===== src/rtl/imem_boot_loader_if.sv =====
// imem_boot_loader_if: valid/ready instruction-word stream into the boot loader
interface imem_boot_loader_if #(
  parameter int DATA_WIDTH = 32
);
  logic                  s_valid;
  logic                  s_ready;
  logic [DATA_WIDTH-1:0] s_data;
  logic                  s_last;
  modport master (output s_valid, s_data, s_last, input s_ready);
  modport slave  (input s_valid, s_data, s_last, output s_ready);
endinterface


===== src/rtl/imem_boot_loader.sv =====
// imem_boot_loader: streams a program into imem from address 0, then releases the core after a settling delay
module imem_boot_loader #(
  parameter int ADDR_WIDTH    = 8,
  parameter int DATA_WIDTH    = 32,
  parameter int RELEASE_DELAY = 4
) (
  input  logic                  clk,
  input  logic                  reset_n,
  imem_boot_loader_if.slave     s,
  output logic                  imem_we,
  output logic [ADDR_WIDTH-1:0] imem_addr,
  output logic [DATA_WIDTH-1:0] imem_wdata,
  output logic                  core_reset_n,
  output logic                  boot_done,
  output logic                  load_error,
  output logic [ADDR_WIDTH:0]   load_count
);
  typedef enum logic [1:0] {LOAD, HOLD, RUN, ERROR} state_t;
  state_t     st;
  logic [3:0] dly;
  logic       acc;
  assign s.s_ready = st == LOAD;
  assign acc       = s.s_valid && s.s_ready;
  // load_count saturates at DEPTH, so its top bit set means the memory is full
  always_ff @(posedge clk or negedge reset_n) begin
    if (!reset_n) begin
      st           <= LOAD;
      dly          <= '0;
      imem_we      <= 1'b0;
      imem_addr    <= '0;
      imem_wdata   <= '0;
      core_reset_n <= 1'b0;
      boot_done    <= 1'b0;
      load_error   <= 1'b0;
      load_count   <= '0;
    end else begin
      imem_we <= 1'b0;
      case (st)
        LOAD: if (acc) begin
          if (load_count[ADDR_WIDTH]) begin
            st         <= ERROR;
            load_error <= 1'b1;
          end else begin
            imem_we    <= 1'b1;
            imem_addr  <= load_count[ADDR_WIDTH-1:0];
            imem_wdata <= s.s_data;
            load_count <= load_count + 1'b1;
            if (s.s_last) begin
              st  <= HOLD;
              dly <= 4'(RELEASE_DELAY);
            end
          end
        end
        HOLD: if (dly == 4'd1) begin
          st           <= RUN;
          core_reset_n <= 1'b1;
          boot_done    <= 1'b1;
        end else begin
          dly <= dly - 1'b1;
        end
        default: ;
      endcase
    end
  end
endmodule


===== src/flat_wrapper.sv =====
// flat-port wrapper written by rule: the top's interface ports become plain ports
module imem_boot_loader_flat 
#(
  parameter int ADDR_WIDTH    = 8,
  parameter int DATA_WIDTH    = 32,
  parameter int RELEASE_DELAY = 4
)
  (clk, reset_n, imem_we, imem_addr, imem_wdata, core_reset_n, boot_done, load_error, load_count, s_s_valid, s_s_data, s_s_last, s_s_ready);
  imem_boot_loader_if #(.DATA_WIDTH(DATA_WIDTH)) s_i ();
  input  logic clk;
  input  logic reset_n;
  output logic imem_we;
  output logic [ADDR_WIDTH-1:0] imem_addr;
  output logic [DATA_WIDTH-1:0] imem_wdata;
  output logic core_reset_n;
  output logic boot_done;
  output logic load_error;
  output logic [ADDR_WIDTH:0] load_count;
  input wire logic [$bits(s_i.s_valid)-1:0] s_s_valid;
  input wire logic [$bits(s_i.s_data)-1:0] s_s_data;
  input wire logic [$bits(s_i.s_last)-1:0] s_s_last;
  output wire logic [$bits(s_i.s_ready)-1:0] s_s_ready;
  assign s_i.s_valid = s_s_valid;
  assign s_i.s_data = s_s_data;
  assign s_i.s_last = s_s_last;
  assign s_s_ready = s_i.s_ready;
  imem_boot_loader #(.ADDR_WIDTH(ADDR_WIDTH), .DATA_WIDTH(DATA_WIDTH), .RELEASE_DELAY(RELEASE_DELAY)) u_core (.clk(clk), .reset_n(reset_n), .s(s_i), .imem_we(imem_we), .imem_addr(imem_addr), .imem_wdata(imem_wdata), .core_reset_n(core_reset_n), .boot_done(boot_done), .load_error(load_error), .load_count(load_count));
endmodule

===== config.mk =====
export PLATFORM = sky130hd
export DESIGN_NAME = imem_boot_loader_flat
export DESIGN_NICKNAME = d
export VERILOG_FILES = /design/src/rtl/imem_boot_loader_if.sv /design/src/rtl/imem_boot_loader.sv /design/src/flat_wrapper.sv
export SDC_FILE = /design/constraint.sdc
export NUM_CORES = 1
export LEC_CHECK = 0
export BUFFER_PORTS_ARGS = -buffer_cell sky130_fd_sc_hd__buf_2
export CAP_MARGIN = 20
export CORE_UTILIZATION = 52
export DETAILED_ROUTE_END_ITERATION = 8
export PLACE_DENSITY = 0.82
export SYNTH_ARGS = -nofsm -noshare
export SYNTH_HDL_FRONTEND = slang
export SYNTH_SLANG_ARGS = --single-unit
export TNS_END_PERCENT = 1

===== constraint.sdc =====
create_clock -name clk -period 2.8 [get_ports clk]
set_input_delay 0.7 -clock clk [delete_from_list [all_inputs] [get_ports clk]]
set_output_delay 0.7 -clock clk [all_outputs]
set_load 0.005 [all_outputs]

# --- Yosys cells after proc, flatten, opt, wreduce, memory -nomap -nowiden ---
# Index checks and enable logic that the tools add are counted.
op_classes:
  add_sub_neg: 2
  n_mux: 14
  eq_ne: 8
  n_reduce_logical: 9
  bitwise_logic: 1
op_table:
  columns: ["operator", "n"]
  rows:
  - ["2-to-1 mux 4 bit", 4]
  - ["adder 9 x 1 -> 9 bit, second input constant", 1]
  - ["2-to-1 mux 9 bit", 1]
  - ["2-to-1 mux 2 bit", 4]
  - ["inequality test 2 bit, second input constant", 4]
  - ["one-hot mux 4 bit (2 select lines)", 1]
  - ["AND reduction 3 bit", 2]
  - ["AND reduction 5 bit", 1]
  - ["equality test 4 x 1 -> 1 bit, second input constant", 1]
  - ["one-hot mux 2 bit (2 select lines)", 1]
  - ["AND reduction 2 bit", 2]
  - ["AND reduction 4 bit", 1]
  - ["subtractor 4 x 1 -> 4 bit, second input constant", 1]
  - ["2-to-1 mux 1 bit", 3]
  - ["inequality test 3 bit, second input constant", 1]
  - ["equality test 2 x 1 -> 1 bit, second input constant", 1]
  - ["logical NOT 2 bit", 1]
  - ["inequality test 2 x 1 -> 1 bit, second input constant", 1]
  - ["nonzero test 2 bit", 1]
  - ["logical AND 1 bit", 1]
  - ["NOT 1 bit", 1]
totals:
  ff_bits: 58
  in_bits: 36
  word_cells: 43
  out_inout_bits: 54

# --- Logic depth before layout (Yosys ltp) ---
# Gate-level depths: netlist (run 1).
depth:
  depth_word: 4
  ltp_mapped: 5
  ltp_nobuf: 5

# --- Least setup slack after synthesis (run 1) ---
# OpenSTA, ideal clock, no wires.
synth_timing:
  path_type: "input port to flip-flop"
  from: "in s_s_valid"
  to: "reg u_core.imem_wdata[13]"
  setup_time_ns: 0.125
  t_required_ns: 2.675
  setup_slack_ns: 1.077
  path_stages: 3
  path_buffers: 1
  t_arrival_ns: 1.598
  cell_sequence: "nor4b_4 -> buf_6 -> mux2_2"
synth_via:
  elab_chain_len: 2
synth_lines:
  columns: ["element", "line_no", "text"]
  rows:
  - ["start, declared", "flat_wrapper.sv:19", "input wire logic [$bits(s_i.s_valid)-1:0] s_s_valid;"]
  - ["logical AND 1 bit", "imem_boot_loader.sv:23", "assign acc = s.s_valid && s.s_ready;"]
  - ["AND reduction 3 bit (no source line)", null, null]
  - ["end signal, assigned", "imem_boot_loader.sv:46", "imem_wdata <= s.s_data;"]
  - ["end, declared", "imem_boot_loader.sv:12", "output logic [DATA_WIDTH-1:0] imem_wdata,"]
# Every way passes these cells.
# A chain may end at the register's enable or synchronous reset.

# --- Worst setup path after layout (run 1) ---
layout_timing:
  from: "reg u_core.st[1]"
  to: "reg u_core.imem_wdata[30]"
layout_via:
  elab_chain_len: 3
layout_lines:
  columns: ["element", "line_no", "text"]
  rows:
  - ["start, declared", "imem_boot_loader.sv:19", "state_t st;"]
  - ["start signal, assigned", "imem_boot_loader.sv:27", "st <= LOAD;"]
  - ["start signal, assigned", "imem_boot_loader.sv:41", "st <= ERROR;"]
  - ["start signal, assigned", "imem_boot_loader.sv:49", "st <= HOLD;"]
  - ["logical NOT 2 bit *", "imem_boot_loader.sv:22, imem_boot_loader.sv:38", null]
  - ["logical AND 1 bit", "imem_boot_loader.sv:23", null]
  - ["AND reduction 3 bit (no source line) *", null, null]
# Every way passes the cells marked *; elsewhere a longest branch is shown, timed or not.

==> summary.md, run 1 <==
| Metric | Value |
|---|---|
| Outcome | `completed` |
| Kind of end point of the critical path | `register` |
| Hold Vio Cnt, Final | `0` |
| Synth async-reset ratio | `100%` |
| Global Route Usage Sum | `19.2%` |
| Worst setup margin | `0.928 ns` |
| Pint | `0.00147 W` |
| Switching share of power | `20.0%` |
| Peak VDD IR | `0.000371 V` |
| Vias in the first global route | `1544` |
| Clock power frac | `47.1%` |
| Worst-path clk slew | `0.06 ns` |
| GR Overflow Total | `0` |
| Net Sw Power | `0.000367 W` |
| Max clock buf depth | `2` |
| Top cells by instance count after synthesis | `dfrtp_1 (58), mux2_2 (41), buf_6 (6), inv_1 (6), xnor2_1 (6)` |
| CP top delay family | `buffers and inverters` |
| Comb power frac | `5.1%` |
| EDFF count, synth | `0` |
| DRC Markers | `0` |
| R2R setup slack | `0.93 ns` |
| Hold Path Class | `in2async` |
| Dpl ws | `0.715 ns` |
| Crit Reg-Reg Endpoint | `u_core.imem_wdata[30]$_DFFE_PN0P_` |
| Largest net degree at the start of global routing | `52` |
| First-pass GRT wire length | `7140 um` |
| Area Overhead vs Synth | `28.7%` |
| Fin Clk Skew | `0.00789 ns` |
| Clock latency on the worst-skew pair | `0.33 ns` |
| Clock tree from TritonCTS | `done` |
| Max_cap viols | `0` |
| Syn Area/Cell | `14.9 um^2` |
| CP max stage delay | `0.53 ns` |
| Leakage power | `1.66 nW` |
| Post-Route WL | `4270 um` |
| Crit path max fanout | `51` |
| DRT iter0 DRCs | `47` |
| Fmax | `534 MHz` |
| Die width | `69.5 um` |
| Post-layout nets | `293` |
| WS Path Type | `reg2reg` |
| Initial DRT Pass Iterations | `4` |
| CP Cell Sequence | `nor4b_4, buf_4, mux2_2` |
| Htree depth | `3` |
| Synthesized area | `0.00237 mm^2` |
| Setup Fix Bufs, Post-CTS | `0` |
| Yosys synthesis warning count | `0` |
| Vias per inst | `5.03` |
| Post-synthesis sequential area ratio | `61.3%` |
| Slew @ Worst Pin | `0.617 ns` |
| Routed len/inst | `13.7 um` |
| Core Region | `0.00435 mm^2` |
| Hold WS | `0.156 ns` |
| Final period util | `66.8%` |
| Most common cell in the synthesized netlist | `dfrtp_1` |
| Root Buffer | `clkbuf_8` |
| Setup TNS Final | `0 ns` |
| Final Max Slew Viols | `0` |
| Minimum clock period | `1.87 ns` |
| Area share of the largest cell type after synthesis | `61.3%` |
| Initial Util | `54.4%` |
| Critical Path Start Type | `register` |
| Buffers and inverters on the worst path | `1` |
| Syn_nets | `198` |
| Top FF cell, synth | `dfrtp_1` |
| Synthesis-stage register bit count | `58` |
| Synth top area cells | `dfrtp_1 (61%), mux2_2 (20%), buf_6 (2.9%)` |
| Post-DRT Antenna Nets | `0` |
| I/O Buffers | `89` |
| Cts bufs inserted | `9` |
| RSZ-0062 raised after global routing | `no` |
| Final setup vio count | `0` |
| Fillers | `310` |
| Clk sinks | `58` |
| Vias | `1564` |
| Multi-input gate area | `811 um^2` |
| Post-CTS sizing | `0` |
| # IOs | `90` |
| Flop pwr share | `47.8%` |
| Slowest-stage cell, CP | `buf_4` |
| Placer Congestion | `0.796` |
| Cell Rows | `24` |
| Area leader, netlist | `dfrtp_1` |
| Dpl cells | `295` |
| PwrDens | `602 mW/mm^2` |
| Register area | `0.00145 mm^2` |
| Final Non-Filler Cells | `311` |
| Yosys cell types | `31` |
| Relative slew slack | `58.9%` |
| CTS Hold Bufs | `0` |
| Ant diodes | `0` |
| Die Height | `69.5 um` |
| Initial antenna violation count | `0` |
| Share of layout cells above drive strength 1 | `58.7%` |
| Data arrival time of the worst path | `2.08 ns` |
| FF-to-FF Start | `u_core.st[1]$_DFFE_PN0P_` |
| CP required | `3.01 ns` |
| Post-synthesis cell count | `159` |
| Die area | `0.00483 mm^2` |
| Post-DP HPWL | `3050 um` |
| FF-to-FF path depth | `3` |
[how the worst max path moves through the flow]
stage / startpoint / endpoint / depth (start not counted)
floorplan: s_s_valid / u_core.imem_wdata[13]$_DFFE_PN0P_ / 3
global placement: s_s_valid / u_core.imem_wdata[17]$_DFFE_PN0P_ / 4
detailed placement: s_s_valid / u_core.dly[3]$_DFFE_PN0P_ / 5
CTS: u_core.st[1]$_DFFE_PN0P_ / u_core.dly[3]$_DFFE_PN0P_ / 4
global route: u_core.st[1]$_DFFE_PN0P_ / u_core.imem_addr[3]$_DFFE_PN0P_ / 3
finish: u_core.st[1]$_DFFE_PN0P_ / u_core.imem_wdata[30]$_DFFE_PN0P_ / 3
[sequential cells by signal, summed over array words and instances, names as in the netlist]
name / count
u_core.imem_wdata: 32
u_core.load_count: 9
u_core.imem_addr: 8
u_core.dly: 4
u_core.st: 2
u_core.boot_done: 1
u_core.imem_we: 1
u_core.load_error: 1
[kinds of logic (layout without fill, tap and decap cells)]
family,after synthesis,in the layout,share of synthesized area (%)
AO/OA/AOI/OAI,13,13,4.33
XOR/XNOR,7,7,2.59
adder cells (fa/ha/maj),3,3,1.59
buffers and inverters,14,114,4.44
flip-flops,58,58,61.3
multiplexers,41,41,19.5
AND/OR/NAND/NOR,23,23,6.24
[worst register-to-register path: cells and delay by family, from the launching register on]
family	cells	cell delay, ns
mux	1	0.45
flops	1	0.49
buf+inv	1	0.53
simple gates	1	0.30
[per-stage QoR]
step,total power [W],instance area (um^2),util (%)
after floorplan,0.000916,2370,-
after global placement,0.000983,2820,64.7
after detailed placement,0.000987,2820,64.7
after CTS,0.00186,3050,70.0
after global routing,0.00190,3050,70.0
final,0.00183,3050,70.0
[layout by cell type, fill, tap and decap left out, types with 3 or more instances in the layout]
master and n:
mux2_2 41, xnor2_1 6, buf_2 89, clkbuf_8 11, a21o_1 3, nand4_1 3
ha_1 3, inv_1 6, dfrtp_1 58, buf_4 3, nand2_1 5
[power groups by stage]
stage / Clock (W) / Sequential [W] / Combinational (W)
final: 0.000863 / 0.000875 / 0.0000939
after global routing: 0.000914 / 0.000879 / 0.000105
after CTS: 0.000885 / 0.000876 / 0.0000967
after detailed placement: 0 / 0.000891 / 0.0000963
after global placement: 0 / 0.000890 / 0.0000930
after floorplan: 0 / 0.000893 / 0.0000231
[routing by layer]
layer / vias up / part of all wire, % / GRT usage [%] / wire length, um
li1: 752 / - / - / -
met1: 746 / 45 / 25.3 / 1930
met2: 62 / 47 / 28.5 / 2000
met3: 4 / 6.8 / 6.10 / 289
met4: 0 / 1.3 / 10.2 / 54
met5: - / 0 / 0 / 0
[final cells by class]
| cell class | count | area share (%) |
|---|---|---|
| inverter | 6 | 0.739 |
| tap | 52 | 2.14 |
| sequential | 58 | 47.6 |
| clock buffer | 12 | 5.09 |
| multi-input combinational | 87 | 26.6 |
| clock inverter | 4 | 2.42 |
| timing repair buffer | 92 | 15.4 |
Power figures use the tool's default switching activity.
==> run 2: changes to the inputs <==
Settings changed: ABC_AREA from default to 1, CORE_UTILIZATION 52 to 44, PLACE_DENSITY 0.82 to 0.74.
Clock period 2.8 ns to 1.6 ns, I/O delays scaled along.
==> summary.md, run 2 <==
| Metric | Value |
|---|---|
| CP required | `1.20 ns (-1.81 ns)` |
| Synth top area cells | `dfrtp_1 (61%), nand2_1 (22%), o21ai_0 (2.3%)` |
| Crit Reg-Reg Endpoint | `u_core.imem_wdata[3]$_DFFE_PN0P_` |
| Commonest non-fill, non-tap cell in the layout | `nand2_1` |
| Fraction of the mapped netlist area in compound gates | `2.83% (-1.5 points)` |
| Vias per inst | `4.53 (-9.9%)` |
| Post-Route WL | `5040 um (+18%)` |
| Clock tree from TritonCTS | `done` |
| Top Registers | `u_core.imem_wdata x32, u_core.load_count x9, u_core.imem_addr x8` |
| Kind of end point of the critical path | `output port` |
| Worst-path clk slew | `0.06 ns (about the same)` |
| Simple-gate share of the synthesized area | `28.0% (+22 points)` |
| Initial Util | `46.2% (-8.1 points)` |
| Setup Fix Bufs, Post-CTS | `0 (unchanged)` |
| Post-synthesis sequential area ratio | `60.7% (-0.61 points)` |
| Hold Vio Cnt, Final | `0 (unchanged)` |
| Overall Power | `0.00262 W (+43%)` |
| Placer Congestion | `0.738 (-7.3%)` |
| Reg with most FFs | `u_core.imem_wdata` |
| Core Region | `0.00517 mm^2 (+19%)` |
| Yosys cell types | `19 (-39%)` |
| DRT iter0 DRCs | `110 (+130%)` |
| Root Buffer | `clkbuf_8` |
| # IOs | `90 (unchanged)` |
| Syn Area/Cell | `8.76 um^2 (-41%)` |
| Die width | `75.7 um (+9.0%)` |
| Area leader, netlist | `dfrtp_1` |
| Final Max Slew Viols | `0 (unchanged)` |
| Hold WS | `0.0596 ns (-0.0961 ns)` |
| Ant diodes | `0 (unchanged)` |
| Fillers | `464 (+50%)` |
| Leakage power | `1.87 nW (+12%)` |
| Share of layout cells above drive strength 1 | `30.5% (-28 points)` |
| FF-to-FF Start | `u_core.st[1]$_DFFE_PN0P_` |
| WS Path Type | `reg2out` |
| Area Overhead vs Synth | `29.2%` |
| Synth async-reset ratio | `100% (unchanged)` |
| Synth Area in Adders | `1.57% (-0.016 points)` |
| Setup TNS Final | `0 ns (unchanged)` |
| Clk sinks | `58 (unchanged)` |
| Dpl ws | `0.194 ns (-0.520 ns)` |
| Outcome | `completed` |
| Worst setup margin | `0.150 ns (-0.778 ns)` |
| Max clock buf depth | `2 (unchanged)` |
| CP Cell Sequence | `nor2_4, buf_2` |
| Largest family of logic cells by synthesized area | `simple AND/OR/NAND/NOR gates` |
| Die Height | `75.7 um (+9.0%)` |
| CP startpoint | `u_core.st[1]$_DFFE_PN0P_` |
| Clock latency on the worst-skew pair | `0.32 ns (about the same)` |
| Initial antenna violation count | `0 (unchanged)` |
| Yosys synthesis warning count | `0 (unchanged)` |
| Max_cap viols | `0 (unchanged)` |
| Fin Clk Skew | `0.00542 ns (-0.00247 ns)` |
| Final setup vio count | `0 (unchanged)` |
| Synthesized area | `0.00239 mm^2 (+1.0%)` |
| Commonest cells after routing, fill and taps aside | `nand2_1 (141), buf_2 (89), dfrtp_1 (58)` |
| Design area | `0.00309 mm^2 (+1.4%)` |
| Relative slew slack | `82.0% (+23 points)` |
| Post-DP HPWL | `3570 um (+17%)` |
| Synthesis-stage register bit count | `58 (unchanged)` |
| PwrDens | `850 mW/mm^2 (+41%)` |
| Critical Path Start Type | `register` |
| Global Route Usage Sum | `20.2% (+1.0 points)` |
| Slowest-stage cell, CP | `dfrtp_1` |
| Syn_nets | `312 (+58%)` |
| Post-CTS sizing | `0 (unchanged)` |
| Die area | `0.00573 mm^2 (+19%)` |
| Max reg flops | `32 (unchanged)` |
| Slew @ Worst Pin | `0.269 ns (-0.348 ns)` |
| Top cells by instance count after synthesis | `nand2_1 (141), dfrtp_1 (58), inv_1 (14), nor2_1 (14), o21ai_0 (11)` |
| Initial DRT Pass Iterations | `4 (unchanged)` |
| Fmax | `690 MHz` |
| Peak VDD IR | `0.000443 V (+19%)` |
| CP max stage delay | `0.43 ns (-0.10 ns)` |
| FF-to-FF path depth | `7 (+4)` |
| CTS Hold Bufs | `0 (unchanged)` |
| Area share of the largest cell type after synthesis | `60.7% (-0.61 points)` |
| Minimum clock period | `1.45 ns` |
| Post-DRT Antenna Nets | `0 (unchanged)` |
| R2R setup slack | `0.19 ns (-0.74 ns)` |
| Largest net degree at the start of global routing | `43 (-17%)` |
| Post-layout nets | `409 (+40%)` |
| CP top delay family | `flip-flops` |
| Cell Rows | `26 (+8.3%)` |
| Routed len/inst | `11.4 um (-17%)` |
| GR Overflow Total | `0 (unchanged)` |
| Final period util | `90.6%` |
| Cts bufs inserted | `9 (unchanged)` |
| Crit path max fanout | `4 (-92%)` |
| Top FF cell, synth | `dfrtp_1` |
| Mux contribution to synthesized area | `0% (-20 points)` |
| I/O Buffers | `89 (unchanged)` |
| Htree depth | `3 (unchanged)` |
| Post-synthesis cell count | `273 (+72%)` |
| Xor and xnor area share after synthesis | `1.83% (-0.76 points)` |
| Hold Path Class | `in2async` |
| Most common cell in the synthesized netlist | `nand2_1` |
| DRC Markers | `0 (unchanged)` |
| Buffers and inverters on the worst path | `1 (unchanged)` |
| Dpl cell area | `0.00294 mm^2 (+4.2%)` |
| First-pass GRT wire length | `8360 um (+17%)` |
| EDFF count, synth | `0 (unchanged)` |
| Vias | `2012 (+29%)` |
| Data arrival time of the worst path | `1.05 ns (-1.03 ns)` |
| Vias in the first global route | `1914 (+24%)` |
| RSZ-0062 raised after global routing | `no` |
==> run 2: worst max path at each step <==
stage / to / slack [ns] / cells past startpoint
floorplan: u_core.load_count[1]$_DFFE_PN0P_ / 0.29 / 8
finish: s_s_ready / 0.15 / 2
CTS: s_s_ready / 0.14 / 2
global placement: u_core.imem_addr[6]$_DFFE_PN0P_ / 0.25 / 7
global route: u_core.imem_wdata[3]$_DFFE_PN0P_ / 0.08 / 7
detailed placement: u_core.imem_wdata[3]$_DFFE_PN0P_ / 0.19 / 7
==> run 2: cell families after synthesis <==
kind of cell	after synthesis
flops	58
simple gates	169
compound gates	13
xor+xnor	5
buf+inv	25
fa+ha+maj	3
==> run 2: final cells by class <==
| type | count | area (um^2) | share of cell area (%) |
|---|---|---|---|
| clock buffer | 12 | 135 | 4.37 |
| clock inverter | 3 | 17.5 | 0.567 |
| inverter | 15 | 56.3 | 1.82 |
| multi-input combinational | 190 | 818 | 26.5 |
| sequential | 58 | 1450 | 47.0 |
| tap | 70 | 87.6 | 2.84 |
| timing repair buffer | 96 | 523 | 16.9 |
==> run 2: metal layers <==
| layer | vias up | GRT usage [%] | wire length, um |
|---|---|---|---|
| li1 | 1019 | - | - |
| met2 | 66 | 33.8 | 2390 |
| met3 | 8 | 4.37 | 271 |
| met5 | - | 0 | 0 |
| met1 | 919 | 24.4 | 2290 |
| met4 | 0 | 11.1 | 86 |
==> run 2: through the flow <==
step | utilization (%) | cells
detailed placement | 56.8 | 429
CTS | 59.7 | 444
floorplan | - | 273
global placement | 56.8 | 429
global route | 59.7 | 444
finish | 59.7 | 444
==> run 2: power by group <==
group	total, W	internal (W)	switching (W)	leakage (nW)
Sequential	0.00147	0.00147	0	0.790
Combinational	0.0000772	0.0000363	0.0000408	0.999
Clock	0.00108	0.000549	0.000532	0.0762
==> run 2: worst register-to-register path: cells and delay by family, from the launching register on <==
kind	cells	cell delay [ns]
buffers and inverters	2	0.32
AND/OR/NAND/NOR	5	0.55
flip-flops	1	0.43
